<file path="config.mk">
export PLATFORM = sky130hd
export DESIGN_NAME = dmem_arbiter
export DESIGN_NICKNAME = d
export VERILOG_FILES = /design/src/rtl/dmem_arb_pkg.sv /design/src/rtl/dmem_arbiter_rr_pick2.sv /design/src/rtl/dmem_arbiter.sv
export SDC_FILE = /design/constraint.sdc
export NUM_CORES = 1
export LEC_CHECK = 0
export CAP_MARGIN = 0
export CORE_MARGIN = 2
export CORE_UTILIZATION = 40
export CTS_BUF_LIST = sky130_fd_sc_hd__clkbuf_2 sky130_fd_sc_hd__clkbuf_4 sky130_fd_sc_hd__clkbuf_8
export DETAILED_ROUTE_END_ITERATION = 16
export GPL_TIMING_DRIVEN = 1
export PLACE_DENSITY = 0.95
export SLEW_MARGIN = 20
export SYNTH_ARGS = -nofsm -noshare
export SYNTH_HDL_FRONTEND = slang
export SYNTH_SLANG_ARGS = --single-unit
</file>
<file path="constraint.sdc">
create_clock -name clk -period 4.08 [get_ports clk]
set_clock_uncertainty 0.05 [all_clocks]
set_input_delay 0.816 -clock clk [delete_from_list [all_inputs] [get_ports clk]]
set_output_delay 0.816 -clock clk [all_outputs]
set_load 0.01 [all_outputs]
</file>
<file path="src/rtl/dmem_arb_pkg.sv">
// dmem_arb_pkg: arbiter state type, default widths and the byte-merge helper
`timescale 1ns/1ps
package dmem_arb_pkg;
  typedef enum logic [1:0] {IDLE, LOCK0, LOCK1} arb_state_e;
  localparam int DATA_W_DEF = 32;
  localparam int BE_W = DATA_W_DEF / 8;
  function automatic logic [7:0] merge_byte(input logic be, input logic [7:0] wd, input logic [7:0] q);
    return be ? wd : q;
  endfunction
endpackage

</file>
<file path="src/rtl/dmem_arbiter_rr_pick2.sv">
// rr_pick2: two-way round-robin picker; last=1 means port 1 won last, so port 0 has priority
`timescale 1ns/1ps
module rr_pick2 (
  input  logic [1:0] req_i,
  input  logic       last_i,
  output logic [1:0] gnt_o
);
  assign gnt_o[0] = req_i[0] & (~req_i[1] | last_i);
  assign gnt_o[1] = req_i[1] & (~req_i[0] | ~last_i);
endmodule

</file>
<file path="src/rtl/dmem_arbiter.sv">
// dmem_arbiter: shares one single-port data RAM between the CPU LSU (port 0) and the loader (port 1)
`timescale 1ns/1ps
module dmem_arbiter import dmem_arb_pkg::*; #(
  parameter int ADDR_W    = 10,
  parameter int DATA_W    = DATA_W_DEF,
  parameter int MAX_BURST = 8
) (
  input  logic                clk,
  input  logic                rst_n,
  input  logic                m0_req,
  input  logic                m0_we,
  input  logic                m0_lock,
  input  logic [ADDR_W-1:0]   m0_addr,
  input  logic [DATA_W-1:0]   m0_wdata,
  input  logic [DATA_W/8-1:0] m0_be,
  output logic                m0_gnt,
  output logic                m0_rvalid,
  output logic [DATA_W-1:0]   m0_rdata,
  input  logic                m1_req,
  input  logic                m1_we,
  input  logic                m1_lock,
  input  logic [ADDR_W-1:0]   m1_addr,
  input  logic [DATA_W-1:0]   m1_wdata,
  input  logic [DATA_W/8-1:0] m1_be,
  output logic                m1_gnt,
  output logic                m1_rvalid,
  output logic [DATA_W-1:0]   m1_rdata,
  output logic [ADDR_W-1:0]   ram_addr,
  output logic [DATA_W-1:0]   ram_d,
  output logic                ram_we,
  input  logic [DATA_W-1:0]   ram_q
);
  localparam int BW = DATA_W / 8;
  localparam int CW = $clog2(MAX_BURST + 1);
  localparam logic [CW-1:0] MB = CW'(MAX_BURST);
  arb_state_e state_q, state_d;
  logic last_q, last_d;
  logic [CW-1:0] cnt_q, cnt_d;
  logic [1:0] pick, gnt;
  logic pick_last, below, keep, win, lk, sel_we;
  logic [BW-1:0] sel_be;
  logic [DATA_W-1:0] sel_wd, rd0_q, rd1_q;
  logic rv0_q, rv1_q;
  // a lock owner counts as "last" so the waiting port wins when the owner lets go
  assign pick_last = (state_q == LOCK0) ? 1'b0 : (state_q == LOCK1) ? 1'b1 : last_q;
  rr_pick2 u_pick (.req_i({m1_req, m0_req}), .last_i(pick_last), .gnt_o(pick));
  assign below = cnt_q < MB;
  assign keep = (state_q == LOCK0 && m0_req && (below || !m1_req)) ||
                (state_q == LOCK1 && m1_req && (below || !m0_req));
  assign gnt = !rst_n ? 2'b00 : keep ? ((state_q == LOCK1) ? 2'b10 : 2'b01) : pick;
  assign win = gnt[1];
  assign lk = win ? m1_lock : m0_lock;
  always_comb begin
    state_d = IDLE;
    cnt_d = '0;
    last_d = last_q;
    if (|gnt) begin
      last_d = win;
      state_d = !lk ? IDLE : keep ? state_q : win ? LOCK1 : LOCK0;
      cnt_d = keep ? (below ? cnt_q + 1'b1 : MB) : lk ? CW'(1) : '0;
    end
  end
  assign sel_we = win ? m1_we : m0_we;
  assign sel_be = win ? m1_be : m0_be;
  assign sel_wd = win ? m1_wdata : m0_wdata;
  assign ram_addr = win ? m1_addr : m0_addr;
  assign ram_we = (|gnt) & sel_we & (|sel_be);
  // partial writes merge against the combinational read of the same word
  for (genvar i = 0; i < BW; i++) begin : g_merge
    assign ram_d[8*i +: 8] = merge_byte(sel_be[i], sel_wd[8*i +: 8], ram_q[8*i +: 8]);
  end
  always_ff @(posedge clk or negedge rst_n) begin
    if (!rst_n) begin
      state_q <= IDLE;
      last_q <= 1'b1;
      cnt_q <= '0;
      rv0_q <= 1'b0;
      rv1_q <= 1'b0;
      rd0_q <= '0;
      rd1_q <= '0;
    end else begin
      state_q <= state_d;
      last_q <= last_d;
      cnt_q <= cnt_d;
      rv0_q <= gnt[0] & ~m0_we;
      rv1_q <= gnt[1] & ~m1_we;
      if (gnt[0] & ~m0_we) rd0_q <= ram_q;
      if (gnt[1] & ~m1_we) rd1_q <= ram_q;
    end
  end
  assign m0_gnt = gnt[0];
  assign m1_gnt = gnt[1];
  assign m0_rvalid = rv0_q;
  assign m1_rvalid = rv1_q;
  assign m0_rdata = rd0_q;
  assign m1_rdata = rd1_q;
endmodule

</file>
==> results by group, run 1 <==
Outcome
  – Run status: complete, no violations

GRT
  – Initial antenna violation count: 0
  – Largest net degree at the start of global routing: 44
  – First-pass GRT wire length: 18,600 um
  – Vias in the first global route: ~3,800
  – GRT overflow: 0
  – Total track usage: 0.237

Synthesis
  – Post-synth EDFFs: 0
  – Post-synth top area share: 0.495
  – Top post-synthesis cells by area: dfrtp_1, mux2_2, mux2_1
  – Syn Area/Cell: approximately 12 um^2
  – Part of the Yosys area used for sequential elements: 0.502
  – Syn Nets: around 430
  – Yosys reg bits: 73
  – Distinct cells, synth: 36
  – Async SR Flop Fraction: 1.00
  – Syn. warnings: 0
  – Ys flop type: dfrtp_1
  – Area leader, netlist: dfrtp_1
  – Top cells by count, synth: dfrtp_1, nand2_1, mux2_2, o21a_1, o22a_1
  – Mapped Cells: around 300
  – Count leader, synth: dfrtp_1
  – Synthesized area: about 0.0036 mm^2

Setup path
  – Worst-path maximum fanout: 8
  – WS Path Type: in2out
  – Req. time, crit path: ~3.2 ns
  – Worst EP arrival: slightly above 3 ns
  – CP Launch Type: primary input
  – Endpoint type of the worst setup path: output pin

Timing
  – Final setup violation count: 0
  – Slew margin rel.: 0.646
  – Achievable clock frequency: ~0.25 GHz
  – Max-slew violations: 0
  – Period utilization: 0.963
  – RSZ-0062 raised after global routing: no
  – Crit path time final: ~3.9 ns
  – Final TNS setup: 0 ns
  – WHS: about 0.27 ns
  – Worst-margin pin slew: between 0.5 and 0.6 ns
  – Hold Violations, Final: 0

Floorplanning
  – Die Height: 99.4 um
  – Floorplan row count: 34
  – Die X: 99.4 um
  – Die Footprint: just under 0.01 mm^2
  – Top-Level Pins: around 240
  – Initial Utilization: 0.415
  – Core ar.: about 0.0088 mm^2

Worst hold path
  – Tightest Hold Check Type: in2async

Clock network
  – Clock sink count: 73
  – Clk root buf: clkbuf_8
  – Setup Fix Bufs, Post-CTS: 0
  – CTS buffer count: 9
  – Htree depth: 3
  – Hold Buf Count CTS: 0
  – Clk_lat worst skew: approximately 0.33 ns
  – Max clock buf depth: 2
  – CTS tree: done
  – Clock Pin Slew Worst Setup and Hold Paths: around 0.080 ns

Place
  – DP Area: around 0.0063 mm^2
  – Final HPWL DP: about 9300 um
  – Buffers on Ports: ~240
  – GPL Wtd Cong: between 0.9 and 1

Drt
  – Detailed Routing Iterations Pass 1: 4
  – Via density per instance: around 5.3
  – Iter 0 DRT Violations: 57
  – Post-route DRC violation count: 0
  – Routed Wire Length: approximately 12,000 um
  – Post-route ant nets: 0
  – Via count: 3,506
  – Drt wl/cell: approximately 18 um

Finish
  – Reg area: 0.00183 mm^2
  – Area growth syn-to-layout: 78.3%
  – # fillers: roughly 570
  – Nets: between 600 and 700
  – Finished Cell Area: 0.00649 mm^2
  – Number of antenna repair diodes: 0
  – Layout cells sized above 1: 0.143
  – Area occupied by multi-input gates: ~0.0017 mm^2

Power and ir drop
  – Pwr dens: 407 mW/mm^2
  – Leak Pwr: roughly 2.6 nW
  – Total power: 2.64 mW
  – Max IR drop VDD: 0.264 mV

Flow run
  – Max-Cap Viols: 0
-- area by class of cell --
class | instances | area share
timing repair buffer | 256 | 0.393
sequential | 73 | 0.282
multi-input combinational | 210 | 0.269
tap | 108 | 0.0208
clock buffer | 10 | 0.0202
clock inverter | 5 | 0.0125
inverter | 5 | 0.00289
-- timing repair --
item,4_1_cts,5_1_grt
setup endpoints to repair,8,25
gates cloned,0,0
gates resized for setup,1,4
-- per-layer routing --
metal,vias up,part of all wire,GRT usage
li1,1626,-,-
met1,1693,0.39,0.272
met2,174,0.51,0.427
met3,13,0.083,0.0689
met4,0,0.013,0.0738
met5,-,0,0
-- where the power goes --
part | internal, mW | switching (mW)
registers | 0.896 | 0.0879
logic | 0.651 | 0.392
clock network | 0.348 | 0.266
-- cells by family (layout without fill, tap and decap cells) --
logic type,Yosys count,count (layout),share of synthesized area
XOR/XNOR,1,1,0.00241
AND/OR/NAND/NOR,58,58,0.0711
buffers and inverters,16,276,0.0261
AO/OA/AOI/OAI,85,85,0.193
flip-flops,73,73,0.502
multiplexers,65,65,0.202
adder cells (fa/ha/maj),1,1,0.00344
-- final timing paths --
| check | start | endpoint | slack (ns) | depth (start not counted) |
|---|---|---|---|---|
| max in group asynchronous | rst_n | m0_rdata[1] | 2.94 | 2 |
| setup reg to reg | state_q[1] | m1_rdata[9] | 1.42 | 7 |
| min in group clk | m0_rdata[25] | m0_rdata[25] | 0.44 | 1 |
| hold / removal | rst_n | state_q[0] | 0.27 | 1 |
| hold reg to reg | m0_rdata[25] | m0_rdata[25] | 0.44 | 1 |
| setup / recovery | m0_req | ram_d[9] | 0.15 | 8 |
-- flip-flops by register name (all words and copies together) (netlist names) --
signal and cells:
m0_rvalid 1, state_q 2, m1_rvalid 1, m1_rdata 32, m0_rdata 32, last_q 1
cnt_q 4
-- worst max-delay path: stages --
cell and delay (ns):
clkdlybuf4s50_1 0.44, and2_1 0.21, a32o_2 0.33, o21ai_2 0.23, buf_4 0.21, o22a_1 0.16
o21a_1 0.13, clkdlybuf4s50_1 0.54
-- through the flow --
stage                     worst slack, ns  cells  utilization
after floorplan                      1.15    299            -
after global placement             0.0695    652        0.715
after detailed placement          -0.0917    652        0.715
after CTS                         0.00656    667        0.740
after global routing               0.0405    667        0.741
final                               0.152    667        0.741
-- layout by cell type, fill, tap and decap left out, types with 3 or more instances in the layout --
| cell | n |
|---|---|
| buf_4 | 13 |
| clkbuf_8 | 9 |
| clkdlybuf4s50_1 | 241 |
| dfrtp_1 | 72 |
| inv_1 | 5 |
| mux2_1 | 29 |
| mux2_2 | 35 |
| nand2_1 | 36 |
| nand4_1 | 4 |
| nor2_1 | 5 |
| o21a_1 | 33 |
| o21ai_0 | 3 |
| o21ai_2 | 3 |
| o22a_1 | 32 |
(Power assumes the default switching activity.)
==> run 2, diff against run 1 <==
--- a/config.mk
+++ b/config.mk
@@ -6,12 +6,13 @@
 export NUM_CORES = 1
 export LEC_CHECK = 0
 export CAP_MARGIN = 0
-export CORE_MARGIN = 2
+export CORE_MARGIN = 3
 export CORE_UTILIZATION = 40
 export CTS_BUF_LIST = sky130_fd_sc_hd__clkbuf_2 sky130_fd_sc_hd__clkbuf_4 sky130_fd_sc_hd__clkbuf_8
 export DETAILED_ROUTE_END_ITERATION = 16
 export GPL_TIMING_DRIVEN = 1
-export PLACE_DENSITY = 0.95
+export PLACE_DENSITY_LB_ADDON = 0.3
+export SKIP_LAST_GASP = 1
 export SLEW_MARGIN = 20
 export SYNTH_ARGS = -nofsm -noshare
 export SYNTH_HDL_FRONTEND = slang
==> run 2 against run 1 <==
Non-clock buffer count rose by 1. First-iteration DRC count is 16% higher. Sequential share of layout area down 0.16 points. Count of clock-buffer cells in the layout increased by 1. Fmax decreased by 1.5%. Sequential cell count is the same. Via count fell by 3.4%. Final area grew 0.58%. Sequential power down 0.5%. Critical endpoint is now ram_d[6]. Worst hold slack better by 0.019 ns.
==> results by group, run 2 (synthesis gave the netlist of run 1 again) <==
Outcome
  – Run status: complete, no violations

Clock network
  – Clock Pin Slew Worst Setup and Hold Paths: 0.07 ns (about the same)
  – Max clock buf depth: 2 (unchanged)
  – Clk root buf: clkbuf_8
  – Hold Buf Count CTS: 0 (unchanged)
  – Htree depth: 3 (unchanged)
  – Clk_lat worst skew: 0.32 ns (about the same)
  – CTS tree: done
  – Setup Fix Bufs, Post-CTS: 0 (unchanged)
  – Clock sink count: 73 (unchanged)
  – CTS buffer count: 9 (unchanged)

Drt
  – Drt wl/cell: 17.6 um (-0.91%)
  – Iter 0 DRT Violations: 66 (+16%)
  – Detailed Routing Iterations Pass 1: 6 (+2)
  – Via density per instance: 5.07 (-3.5%)
  – Routed Wire Length: 11,800 um (-0.76%)
  – Via count: 3,388 (-3.4%)
  – Post-route ant nets: 0 (unchanged)
  – Post-route DRC violation count: 0 (unchanged)

Place
  – Buffers on Ports: 242 (unchanged)
  – Dpl ws: -0.0686 ns (+0.0231 ns)
  – GPL Wtd Cong: 0.894 (-4.0%)
  – Final HPWL DP: 9420 um (+1.6%)

Timing
  – RSZ-0062 raised after global routing: no
  – Hold Violations, Final: 0 (unchanged)
  – Slack of the critical path: 0.0908 ns (-0.0611 ns)
  – Achievable clock frequency: 0.251 GHz (-1.5%)
  – Period utilization: 0.978 (+0.0150)
  – Max-slew violations: 0 (unchanged)
  – Worst-margin pin slew: 0.531 ns (-0.0000936 ns)
  – Final setup violation count: 0 (unchanged)
  – Slew margin rel.: 0.646 (about the same)
  – Crit path time final: 3.99 ns (+0.0611 ns)

Setup path
  – Critical path depth: 8 (unchanged)
  – CP delay by family, top: buffers and inverters
  – Critical Path Start: m0_req
  – Flop-to-flop setup slack: 1.50 ns (+0.08 ns)
  – Slowest cell on crit path: clkdlybuf4s50_1
  – WS Path Type: in2out
  – Worst-path maximum fanout: 8 (unchanged)
  – Req. time, crit path: 3.21 ns (about the same)
  – CP most frequent cell: clkdlybuf4s50_1
  – Critical path endpoint: ram_d[6]
  – Crit path buf inv count: 3 (unchanged)
  – Worst EP arrival: 3.12 ns (+0.06 ns)
  – Critical path's largest stage delay: 0.51 ns (-0.03 ns)
  – R2R Path End: m1_rdata[3]
  – Crit path cell chain: clkdlybuf4s50_1, and2_1, a32oi_4, nand4_1, buf_4, o22a_1, o21a_1, clkdlybuf4s50_1
  – Endpoint type of the worst setup path: output pin
  – R2R Path Start: state_q[1]
  – Reg2Reg Depth: 7 (unchanged)
  – CP Launch Type: primary input

Flow run
  – Max-Cap Viols: 0 (unchanged)

Finish
  – Area growth syn-to-layout: 79.3%
  – Most common cell after layout, fill and taps aside: clkdlybuf4s50_1
  – Most frequent cells in the layout: clkdlybuf4s50_1, dfrtp_1, nand2_1
  – Layout cells sized above 1: 0.143 (-0.000256)
  – Number of antenna repair diodes: 0 (unchanged)
  – Fin util: 0.745 (+0.00428)
  – Nets: 689 (+0.15%)
  – # fillers: 632 (+10%)

Power and ir drop
  – Clock network fraction of design power: 0.256 (+0.023)
  – Total power: 2.72 mW (+3.0%)
  – Pwr dens: 417 mW/mm^2 (+2.4%)
  – Part of the power in combinational logic: 0.384 (-0.011)
  – Psw: 0.734 mW (-1.6%)
  – Max IR drop VDD: 0.228 mV (-14%)
  – Seq pwr share: 0.360 (-0.013)
  – Leak Pwr: 2.64 nW (+0.86%)
  – Switching share of power: 0.270 (-0.0125)
  – Cell-internal power: 1.99 mW (+4.8%)

GRT
  – Initial antenna violation count: 0 (unchanged)
  – Vias in the first global route: 3,523 (-7.7%)
  – First-pass GRT wire length: 18,100 um (-2.7%)
  – Largest net degree at the start of global routing: 44 (unchanged)
  – GRT overflow: 0 (unchanged)
  – Total track usage: 0.226 (-0.0116)

Worst hold path
  – Tightest Hold Check Type: in2async

Floorplanning
  – Die Footprint: 0.0103 mm^2 (+4.1%)
  – Floorplan row count: 34 (unchanged)
  – Core ar.: 0.00876 mm^2 (unchanged)
  – Initial Utilization: 0.415 (unchanged)
  – Die X: 101 um (+2.0%)
  – Die Height: 101 um (+2.0%)
  – Top-Level Pins: 243 (unchanged)
run 2: what timing repair did:
action / 4_1_cts / 5_1_grt
gates resized for setup: 1 / 4
endpoints found under the setup margin: 8 / 28
hold endpoints to repair: 0 / 0
run 2: power groups by stage:
stage	clock network, mW	registers, mW	logic (mW)
detailed placement	0	0.995	1.05
CTS	0.714	0.982	1.06
global placement	0	0.983	1.03
global route	0.753	1.01	1.11
floorplan	0	1.07	0.290
finish	0.697	0.979	1.04
run 2: metrics by stage:
stage               cell area [um^2]  cells  TNS, ns  hold WS, ns
floorplan                       3640    299        0        0.417
global placement                6260    653        0        0.417
detailed placement              6260    653   -0.450        0.424
CTS                             6520    668        0        0.263
global route                    6530    668        0        0.266
finish                          6530    668        0        0.285
run 2: worst min-delay path by stage:
stage,slack [ns],start,to,cells after the start
after floorplan,0.42,last_q,last_q,2
after global placement,0.42,m0_rdata[20],m0_rdata[20],1
after detailed placement,0.42,m0_rdata[10],m0_rdata[10],1
after CTS,0.26,rst_n,state_q[1],1
after global routing,0.27,rst_n,cnt_q[3],1
final,0.29,rst_n,cnt_q[3],1
run 2: final cells by class:
class / instances / area (um^2) / share of cell area
Clock buffer: 11 / 151 / 0.0232
Clock inverter: 4 / 98.8 / 0.0151
Inverter: 5 / 18.8 / 0.00287
Multi-Input combinational cell: 210 / 1750 / 0.268
Sequential cell: 73 / 1830 / 0.280
Tap cell: 108 / 135 / 0.0207
Timing Repair Buffer: 257 / 2540 / 0.390
run 2: metal layers:
layer,routed length (um),global-route usage,share of wire,vias up
met5,0,0,0,-
met3,841,0.0537,0.071,16
met1,4410,0.267,0.37,1615
li1,-,-,-,1630
met2,6290,0.401,0.53,127
met4,228,0.0757,0.019,0
==> RTL change 1, RTL diff (config.mk and constraints of run 1) <==
Make the reset (`rst_n`) synchronous in one clocked block.
--- a/src/rtl/dmem_arbiter.sv
+++ b/src/rtl/dmem_arbiter.sv
@@ -71,3 +71,3 @@
   end
-  always_ff @(posedge clk or negedge rst_n) begin
+  always_ff @(posedge clk) begin
     if (!rst_n) begin
Behaviour: differs if rst_n is asserted again (counterexample within 4 cycles, from zero or initial values and one cycle with rst_n low); with rst_n held inactive, the same outputs for 10 cycles.
==> RTL change 1 against run 1 <==
- combinational power is 42% lower
- sequential cell count stayed put
- final area is 3.1% lower
- largest power group is now registers
- routed wire length grew 24%
- synthesized area fell by 0.96%
- critical endpoint is now ram_d[23]
- count of clock-buffer cells in the layout did not move
- worst setup slack lost 0.023 ns
- register-to-register slack improved by 0.18 ns
- total power shrank 28%
- critical path type unchanged
==> RTL change 1: results (changes against run 1) <==
[drt]
wl_met1_mm=5.25  ; +14%
routed_wl_mm=14.7  ; +24%
wl_met2_mm=7.51  ; +23%
drtIter0Drc=223  ; +290%
wl_met3_mm=1.28  ; +30%

[worst_setup_path]
ff2ff_setup_slack_ns=1.60  ; +0.18 ns
cp-endpoint=ram_d[23]
worstReg2RegEnd=m0_rdata[16]
rr_worst_depth=5  ; -2
cp_max_fo=23  ; +15

[synth]
synthCells=467  ; +56%
ys.flop_type=dfxtp_1
synthAdderAreaFrac_pct=0.347  ; +0.0033 points
async_flop_share_pct=0  ; -100 points
synth_fp_nets=600  ; +39%
synth_xor_area_share_pct=0.243  ; +0.0023 points
synth_mux_area_share_pct=4.48  ; -16 points
ys_seq_area_share_pct=40.5  ; -9.7 points
ys_top_cells_by_area=dfxtp_1 (41%), nand2_1 (14%), a21oi_1 (8.9%), o21ai_0 (8.5%), o22ai_1 (5.6%)
synth_compound_area_share_pct=28.9  ; +9.6 points

[sta]
hold_ws_ns=0.409  ; +0.143 ns
period_share_pct=96.8  ; +0.56 points
worst_slew_pin_slew_ns=0.504  ; -0.0268 ns

[layout]
final_cell_count_no_fill=812  ; +22%
drive_gt1_share_pct=7.81  ; -6.5 points
fin_nets=832  ; +21%

[grt]
grt_max_degree=50  ; +14%
grt_use_met2_pct=51.1  ; +8.4 points
grt_pass1_wl_mm=22.2  ; +19%
met1_usage_pct=31.1  ; +3.9 points

[worst_hold_path]
hp-class=register to register

[clocking]
cts_resized=0  ; -1

[outcome]
outcome=complete, no violations

[power_and_ir_drop]
ir_drop_uv=199  ; -24%
cellLeakagePower_nw=2.26  ; -14%

[placement]
place_area_um2=6080  ; -2.8%
routabilityCongestion=0.920  ; -1.2%
numPlacedInstances=794  ; +22%

[RTL change 1: changes by cell type after synthesis, sizes merged, moves of 16 or more]
| cell | before | now |
|---|---|---|
| a21oi | 2 | 64 |
| buf | 7 | 23 |
| dfrtp | 72 | 0 |
| dfxtp | 0 | 73 |
| mux2 | 65 | 12 |
| nand2 | 38 | 135 |
| o21a | 33 | 0 |
| o21ai | 7 | 64 |
| o22a | 32 | 0 |
| o22ai | 0 | 32 |
[RTL change 1: power groups by stage]
stage	clock (mW)	sequential [mW]	combinational (mW)
after global placement	0	0.796	0.584
after global routing	0.564	0.789	0.645
after detailed placement	0	0.800	0.598
after floorplan	0	0.815	0.212
final	0.522	0.784	0.607
after CTS	0.532	0.784	0.601
[RTL change 1: how the worst min path moves through the flow]
stage                       from            to  cells past startpoint
floorplan            m0_rdata[0]   m0_rdata[0]                      2
global placement     m0_rdata[0]   m0_rdata[0]                      2
detailed placement  m1_rdata[29]  m1_rdata[29]                      2
CTS                 m1_rdata[29]  m1_rdata[29]                      2
global route        m1_rdata[29]  m1_rdata[29]                      2
finish              m1_rdata[29]  m1_rdata[29]                      2
[RTL change 1: area by class of cell]
type / count / area (um2)
repair buffers: 259 / 2580
fillers: 652 / 2430
multi-input cells: 353 / 1920
flip-flops and latches: 73 / 1460
clock buffers: 10 / 138
well taps: 108 / 135
clock inverters: 6 / 42.5
inverters: 3 / 11.3
[RTL change 1: cells by family after synthesis]
logic type	count (synthesis)
adders and majority gates	1
AOI/OAI and AO/OA	178
and+or+nand+nor	161
xor gates and xnor gates	1
buffers and inverters	41
DFF	73
muxes	12
[RTL change 1: critical path, cell delays in order]
cell and delay, ns:
clkdlybuf4s50_1 0.47, o211a_1 0.32, nor3_4 0.35, buf_12 0.22, a21oi_1 0.11, a21oi_1 0.20, clkdlybuf4s50_1 0.59
==> RTL change 2, RTL diff (flow settings as in run 1) <==
Made on the original files. `DATA_W_DEF`: 32 -> 16.
--- a/src/rtl/dmem_arb_pkg.sv
+++ b/src/rtl/dmem_arb_pkg.sv
@@ -4,3 +4,3 @@
   typedef enum logic [1:0] {IDLE, LOCK0, LOCK1} arb_state_e;
-  localparam int DATA_W_DEF = 32;
+  localparam int DATA_W_DEF = 16;
   localparam int BE_W = DATA_W_DEF / 8;
Interface: changed (8 resized); port bits go from 243 to 143. No check against the original RTL was run, so the function may have changed too.
==> RTL change 2 against run 1 <==
- sequential cell count decreased by 32
- hold slack gained 0.16 ns
- sequential share of layout area fell by 0.94 points
- routed wire length down 44%
- synthesized cell count fell by 37%
- worst setup slack improved by 0.013 ns
- synthesized area is 41% lower
- final area shrank 42%
- critical endpoint is now ram_d[15]
- total power fell by 47%
==> RTL change 2: results (changes against run 1) <==
[outcome]
outcome=complete, no violations

[worst_setup_path]
worstReg2RegEnd=m1_rdata[0]
ff2ff_setup_slack_ns=1.82  ; +0.40 ns
max_stage_delay_ns=0.49  ; -0.05 ns
cp_max_fo=9  ; +1
r2r_start=state_q[0]
cp_slowest_cell=clkdlybuf4s50_1
cp-startpoint=m0_req
cp-endpoint=ram_d[15]
rr_worst_depth=7  ; unchanged

[drt]
drtIter0Drc=85  ; +49%
avgViaCountPerCell=5.02  ; -4.4%
drc_errors=0  ; unchanged
routed_wl_mm=6.70  ; -44%
drtPass1Iterations=4  ; unchanged

[clocking]
cts_root_buf=clkbuf_8
cts.htree.levels=2  ; -1
insertion_delay_ns=0.28  ; -0.05 ns
clock_path_buffers=2  ; unchanged
cts_made_buffers=5  ; -4
cts.clk_slew.worst_paths_ns=0.07

[layout]
fillers=374  ; -35%
antennaDiodeCount=0  ; unchanged
drive_gt1_share_pct=17.9  ; +3.6 points
fin_nets=420  ; -39%

[synth]
synth_common_cells=dfrtp_1 (40), nand2_1 (40), mux2_2 (23), o21a_1 (16), o22a_1 (16)
yosysWarnings=0  ; unchanged
synth_fp_nets=268  ; -38%
synth.distinct_cells=35  ; -2.8%
ys.flop_type=dfrtp_1
ys_top_cells_by_area=dfrtp_1 (46%), mux2_2 (12%), mux2_4 (7.0%), nand2_1 (7.0%), o22a_1 (6.5%)
ys_seq_area_share_pct=47.6  ; -2.6 points
async_flop_share_pct=100  ; unchanged

[placement]
numPortBuffers=142  ; -41%
routabilityCongestion=0.894  ; -3.9%
dp_hpwl_mm=5.27  ; -43%
place_area_um2=3680  ; -41%

[grt]
grt_max_degree=45  ; +2.3%
grt_pass1_vias=2196  ; -42%
met1_usage_pct=26.6  ; -0.57 points
antenna_found_initial=0  ; unchanged
gr-usage-all-layers_pct=23.1  ; -0.60 points
met3_usage_pct=6.63  ; -0.26 points
grt_use_met2_pct=43.3  ; +0.63 points
grt_pass1_wl_mm=11.0  ; -41%

[power_and_ir_drop]
cellLeakagePower_nw=1.55  ; -41%
ir_drop_uv=307  ; +16%
power.internal_mw=0.996  ; -47%
p_comb_share_pct=41.9  ; +2.4 points
p_clk_share_pct=18.9  ; -4.4 points
p_switching_mw=0.397  ; -47%

[worst_hold_path]
hp-start=last_q
hp-class=register to register

[sta]
max-slew-margin-rel_pct=55.6  ; -9.0 points

[job]
drv_cap=0  ; unchanged

[RTL change 2: how the worst min path moves through the flow]
stage	end	slack [ns]	cells after the start
2_1_floorplan	last_q	0.39	2
3_3_place_gp	last_q	0.41	2
3_5_place_dp	last_q	0.42	2
4_1_cts	last_q	0.43	2
5_1_grt	last_q	0.45	2
6_report	last_q	0.43	2
[RTL change 2: repair_timing]
| item | 4_1_cts | 5_1_grt |
|---|---|---|
| endpoints found under the setup margin | 0 | 8 |
| resized for setup | 0 | 1 |
| setup buffers | 0 | 0 |
[RTL change 2: critical path: cells and delay by family]
family	cells	cell delay (ns)
buffers and inverters	2	0.94
AO/OA/AOI/OAI	3	0.86
AND/OR/NAND/NOR	2	0.43
[RTL change 2: through the flow]
step	std cells	setup slack (ns)	hold slack [ns]
after floorplan	187	1.27	0.394
after global placement	402	0.143	0.410
after detailed placement	402	0.0756	0.418
after CTS	410	0.0659	0.429
after global routing	410	0.0602	0.451
final	410	0.165	0.427
[RTL change 2: cells by family (layout without fill, tap and decap cells)]
kind of cell	count (synthesis)	in the layout	synth area share (%)
AND/OR/NAND/NOR	58	58	13.4
AO/OA/AOI/OAI	46	46	16.9
flip-flops	41	41	47.6
multiplexers	33	33	19.0
buffers and inverters	7	160	2.15
adder cells (fa/ha/maj)	1	1	0.580
XOR/XNOR	1	1	0.406
[RTL change 2: final cells by class]
type	count	area, um2	area share (%)
Multi-Input combinational cell	139	1090	28.8
Tap cell	70	87.6	2.32
Inverter	3	11.3	0.298
Sequential cell	41	1030	27.2
Timing Repair Buffer	149	1470	38.9
Clock buffer	6	76.3	2.02
Clock inverter	2	15.0	0.398
[RTL change 2: layer usage]
layer / vias up / part of all wire (%)
met1: 995 / 39
met2: 78 / 54
met4: 0 / 0.43
met5: - / 0
met3: 5 / 6.3
li1: 982 / -
